<file path="src/rtl/alu_arbiter.sv">
// Round-robin arbiter that shares one combinational 16-bit ALU between two requesters.
// Optional per-requester accept counters are enabled by defining ALU_PERF_CNT_EN.
module alu_arbiter #(
    parameter int WIDTH = 16
`ifdef ALU_PERF_CNT_EN
    ,parameter int CNT_W = 16
`endif
) (
    input  logic             clk,
    input  logic             rst_n,
`ifdef ALU_PERF_CNT_EN
    input  logic             perf_clr,
    output logic [CNT_W-1:0] perf_cnt0,
    output logic [CNT_W-1:0] perf_cnt1,
`endif
    input  logic             req0_valid,
    output logic             req0_ready,
    input  logic [2:0]       req0_op,
    input  logic [WIDTH-1:0] req0_a,
    input  logic [WIDTH-1:0] req0_b,
    input  logic             req1_valid,
    output logic             req1_ready,
    input  logic [2:0]       req1_op,
    input  logic [WIDTH-1:0] req1_a,
    input  logic [WIDTH-1:0] req1_b,
    output logic             rsp0_valid,
    input  logic             rsp0_ready,
    output logic [WIDTH-1:0] rsp0_result,
    output logic [4:0]       rsp0_flags,
    output logic             rsp1_valid,
    input  logic             rsp1_ready,
    output logic [WIDTH-1:0] rsp1_result,
    output logic [4:0]       rsp1_flags,
    output logic [WIDTH-1:0] alu_a,
    output logic [WIDTH-1:0] alu_b,
    output logic [2:0]       alu_op,
    input  logic [WIDTH-1:0] alu_result,
    input  logic             alu_cout,
    input  logic             alu_overflow,
    input  logic             alu_set,
    input  logic             alu_zero
);

    // state | meaning
    // IDLE  | no op in flight; grant and accept one command
    // ISSUE | ALU settles from registered operands; result sampled at end of cycle
    // RESP  | owner's response valid; held until the owner takes it
    typedef enum logic [1:0] {
        IDLE  = 2'b00,
        ISSUE = 2'b01,
        RESP  = 2'b10
    } state_t;

    localparam logic [2:0] OP_ILLEGAL = 3'b011;

    state_t state, state_next;

    logic             owner;
    logic             last;
    logic             grant;
    logic             accept;
    logic [2:0]       sel_op;
    logic [WIDTH-1:0] sel_a;
    logic [WIDTH-1:0] sel_b;
    logic             illegal;
    logic [4:0]       alu_flags;

    // Both valid: give the turn to whoever was not served last.
    always_comb begin
        grant = 1'b0;
        if (req0_valid && req1_valid) begin
            grant = ~last;
        end else if (req1_valid) begin
            grant = 1'b1;
        end
    end

    assign sel_op    = grant ? req1_op : req0_op;
    assign sel_a     = grant ? req1_a  : req0_a;
    assign sel_b     = grant ? req1_b  : req0_b;
    assign illegal   = (alu_op == OP_ILLEGAL);
    assign alu_flags = {1'b0, alu_overflow, alu_cout, alu_set, alu_zero};

    always_ff @(posedge clk or negedge rst_n) begin
        if (!rst_n) begin
            state <= IDLE;
        end else begin
            state <= state_next;
        end
    end

    always_comb begin
        state_next = state;
        accept     = 1'b0;
        req0_ready = 1'b0;
        req1_ready = 1'b0;
        rsp0_valid = 1'b0;
        rsp1_valid = 1'b0;
        case (state)
            IDLE: begin
                if (req0_valid || req1_valid) begin
                    accept     = 1'b1;
                    req0_ready = ~grant;
                    req1_ready = grant;
                    state_next = ISSUE;
                end
            end
            ISSUE: begin
                state_next = RESP;
            end
            RESP: begin
                rsp0_valid = ~owner;
                rsp1_valid = owner;
                if (owner ? rsp1_ready : rsp0_ready) begin
                    state_next = IDLE;
                end
            end
            default: begin
                state_next = IDLE;
            end
        endcase
    end

    // Operand registers only move on accept, so the ALU inputs are quiet otherwise.
    always_ff @(posedge clk or negedge rst_n) begin
        if (!rst_n) begin
            alu_a <= '0;
            alu_b <= '0;
            alu_op <= '0;
            owner <= 1'b0;
            last  <= 1'b1;
        end else if (accept) begin
            alu_a  <= sel_a;
            alu_b  <= sel_b;
            alu_op <= sel_op;
            owner  <= grant;
            last   <= grant;
        end
    end

    always_ff @(posedge clk or negedge rst_n) begin
        if (!rst_n) begin
            rsp0_result <= '0;
            rsp0_flags  <= '0;
            rsp1_result <= '0;
            rsp1_flags  <= '0;
        end else if (state == ISSUE) begin
            if (!owner) begin
                rsp0_result <= illegal ? '0 : alu_result;
                rsp0_flags  <= illegal ? 5'b10000 : alu_flags;
            end else begin
                rsp1_result <= illegal ? '0 : alu_result;
                rsp1_flags  <= illegal ? 5'b10000 : alu_flags;
            end
        end
    end

`ifdef ALU_PERF_CNT_EN
    localparam logic [CNT_W-1:0] CNT_ONE = {{(CNT_W-1){1'b0}}, 1'b1};

    // Counters saturate; a clear in the same cycle as an accept wins.
    always_ff @(posedge clk or negedge rst_n) begin
        if (!rst_n) begin
            perf_cnt0 <= '0;
            perf_cnt1 <= '0;
        end else if (perf_clr) begin
            perf_cnt0 <= '0;
            perf_cnt1 <= '0;
        end else if (accept) begin
            if (!grant && (perf_cnt0 != '1)) begin
                perf_cnt0 <= perf_cnt0 + CNT_ONE;
            end
            if (grant && (perf_cnt1 != '1)) begin
                perf_cnt1 <= perf_cnt1 + CNT_ONE;
            end
        end
    end
`endif

endmodule

</file>
<file path="config.mk">
export PLATFORM = sky130hd
export DESIGN_NAME = alu_arbiter
export DESIGN_NICKNAME = d
export VERILOG_FILES = /design/src/rtl/alu_arbiter.sv
export SDC_FILE = /design/constraint.sdc
export NUM_CORES = 1
export LEC_CHECK = 0
export CAP_MARGIN = 10
export CORE_UTILIZATION = 30
export DETAILED_ROUTE_END_ITERATION = 8
export GPL_TIMING_DRIVEN = 0
export PLACE_DENSITY_LB_ADDON = 0.1
export SYNTH_ARGS = -nofsm -noshare
export SYNTH_HDL_FRONTEND = slang
export SYNTH_SLANG_ARGS = --single-unit
</file>
<file path="constraint.sdc">
create_clock -name clk -period 2.1 [get_ports clk]
set_input_delay 0.63 -clock clk [delete_from_list [all_inputs] [get_ports clk]]
set_output_delay 0.63 -clock clk [all_outputs]
set_load 0.02 [all_outputs]
</file>
==> results.md <==
- # diodes: 0
- FF+latch count, synth: 81
- Antenna Nets Post-Route: 0
- HPWL after DPL: 7270 µm
- CTS root buffer: clkbuf_16
- Initial core utilization: 30.9%
- Core area: 10900 µm²
- CTS Buf Count: 9
- Maximum VDD drop: 646 µV
- Fillers: 1074
- Critical path peak fanout: 7
- Final Setup Violations: 0
- H-tree Lvls: 3
- Final Skew: 0.00805 ns
- Fin crit period: 2.09 ns
- Met2 routed WL: 4780 µm
- Largest net degree at the start of global routing: 69
- Most common cell after layout, fill and taps aside: clkdlybuf4s50_1
- Avg Inst Size Synth: 9.73 µm²
- Final instance area: 5690 µm²
- Die area: 11700 µm²
- Synth cell types: 26
- Initial antenna violation count: 0
- Layout cell share with drive strength beyond 1: 9.32%
- Maximum clock rate: 479 MHz
- Status: finished, final reports clean
- Async SR Flop Fraction: 100%
- Most frequent cells in the layout: clkdlybuf4s50_1 (169), nand2_1 (107), dfrtp_1 (80)
- Via count: 3298
- Final Hold Fails: 0
- Worst Setup Path Type: reg -> out
- YS warnings: 0
- Post-Synthesis Cell Area: 3380 µm²
- Max-slew headroom: 65.4%
- Syn nets: 444
- Slew @ Worst Pin: 0.519 ns
- Skew-Pair Late Insertion Delay: 0.34 ns
- Setup crit end kind: output port
- Sequential fraction of the synthesis area: 59.9%
- WL final: 10200 µm
- I/O pin total: 177
- Die Ht: 108 µm
- CTS sink cnt: 81
- Row count: 38
- Hold/Removal Path Class: in -> async
- DR WL/cell: 14.8 µm
- Met1 wire length: 4390 µm
- Worst Reg-to-Reg Cells: 7
- Vias in the first global route: 3317
- Largest buffer count on any clock path: 2
- Reg clk slew, reported paths: 0.06 ns
- Post-synth EDFFs: 0
- CTS tree: yes
- Placed inst area: 5350 µm²
- IO Port Bufs: 176
- Top sig layer: met4
- Routability Congestion: 0.756
- Routed vias/inst: 4.80
- DR iter-0 viols: 137
- DP Cell Count: 665
- Final Cycle Share: 99.4%
- # hold bufs at CTS: 0
- Drt drc: 0
- Post-Layout Cell Count: 687
- Max cap viols: 0
- Worst Path Required: 1.47 ns
- DIE WIDTH: 108 µm
- GRT Total Usage: 18.1%
- Routed length on met3: 827 µm
- Net count, final: 638
- Area delta synth->final: 68.1%
- First-pass GRT wire length: 16200 µm
- Worst path arrival time: 1.46 ns
- Critical Path Source Type: flip-flop
- Reg area: 2030 µm²
- Gate Count Post-Synth: 348
- GRT Residual Overflow: 0
- Main synth FF type: dfrtp_1
- LEAKAGE: 2.52 nW
- Power per cell area: 1560 nW/µm²
- Multi-input combinational cell area: 1210 µm²
- RSZ-0062 raised after global routing: true
- Pins Over Slew Limit: 0
- Pre-antenna DRT Iters: 4
==> synthesized netlist by cell type (2+ instances only) <==
cell type	instances	share of area [%]
inv_1	2	0.22
a221o_1	13	3.8
clkbuf_1	13	1.4
buf_2	10	1.5
dfrtp_1	80	59
nand3b_1	2	0.44
buf_6	4	1.3
nand2_1	107	12
nor2_1	3	0.33
nand2b_1	2	0.37
a31oi_1	22	4.1
a21oi_1	22	3.3
o21ai_0	43	6.4
and3_1	13	2.4
==> flip-flops by register name, indices dropped and copies added, names as in the netlist <==
| register | cells |
|---|---|
| last | 1 |
| owner | 1 |
| rsp0_result | 16 |
| rsp1_result | 16 |
| alu_a | 16 |
| state | 2 |
| rsp0_flags | 5 |
| alu_b | 16 |
| alu_op | 3 |
| rsp1_flags | 5 |
==> critical path, stage by stage, from the launching register on <==
cell	delay (ns)
dfstp_2	0.54
a21bo_2	0.13
buf_6	0.09
and3_4	0.23
buf_6	0.13
==> layer usage <==
metal	GRT usage, %	up-vias
met2	30.3	124
li1	-	1589
met4	7.05	0
met3	5.12	14
met1	22.0	1571
met5	0	-
==> where the power goes <==
part	switching (mW)	internal (mW)
clock network	0.633	1.02
registers	0.447	2.34
logic	2.36	2.08
==> kinds of logic (layout without fill, tap and decap cells) <==
family | count (synthesis) | count (layout) | share of synthesized area [%]
mux | 1 | 1 | 0.333
flops | 81 | 81 | 59.9
simple gates | 132 | 132 | 16.7
buf+inv | 30 | 229 | 4.58
compound gates | 104 | 104 | 18.4
==> stage by stage <==
| step | total power, mW | hold slack (ns) | utilization [%] | setup slack, ns | TNS (ns) |
|---|---|---|---|---|---|
| 3_5_place_dp | 7.28 | 0.470 | 48.9 | -0.967 | -11.93 |
| 5_1_grt | 9.49 | 0.148 | 52.0 | -0.0405 | -0.0405 |
| 2_1_floorplan | 5.06 | 0.334 | - | 0.0861 | 0 |
| 4_1_cts | 8.95 | 0.146 | 51.8 | -0.230 | -0.230 |
| 3_3_place_gp | 7.21 | 0.460 | 48.7 | -2.60 | -220.45 |
| 6_report | 8.87 | 0.146 | 52.0 | 0.0123 | 0 |
==> timing repair <==
item,in CTS,in global routing
endpoints found under the setup margin,21,4
pin swaps,0,3
resized for setup,19,8
setup buffers,0,8
==> worst paths after layout <==
check	from	endpoint	slack (ns)
setup / recovery	last	req0_ready	0.01
hold reg to reg	rsp1_result[2]	rsp1_result[2]	0.48
setup reg to reg	last	alu_a[5]	0.32
max in group asynchronous	rst_n	last	1.33
hold / removal	rst_n	rsp1_result[7]	0.15
min in group clk	rsp1_result[2]	rsp1_result[2]	0.48
==> cell type report <==
class | instances | share of cell area (%)
flip-flops and latches | 81 | 35.6
repair buffers | 185 | 32.1
multi-input cells | 237 | 21.2
clock buffers | 12 | 4.68
well taps | 140 | 3.08
plain buffers | 26 | 2.20
clock inverters | 4 | 0.880
inverters | 2 | 0.132
Note: power is estimated with default switching activity, not from simulation.
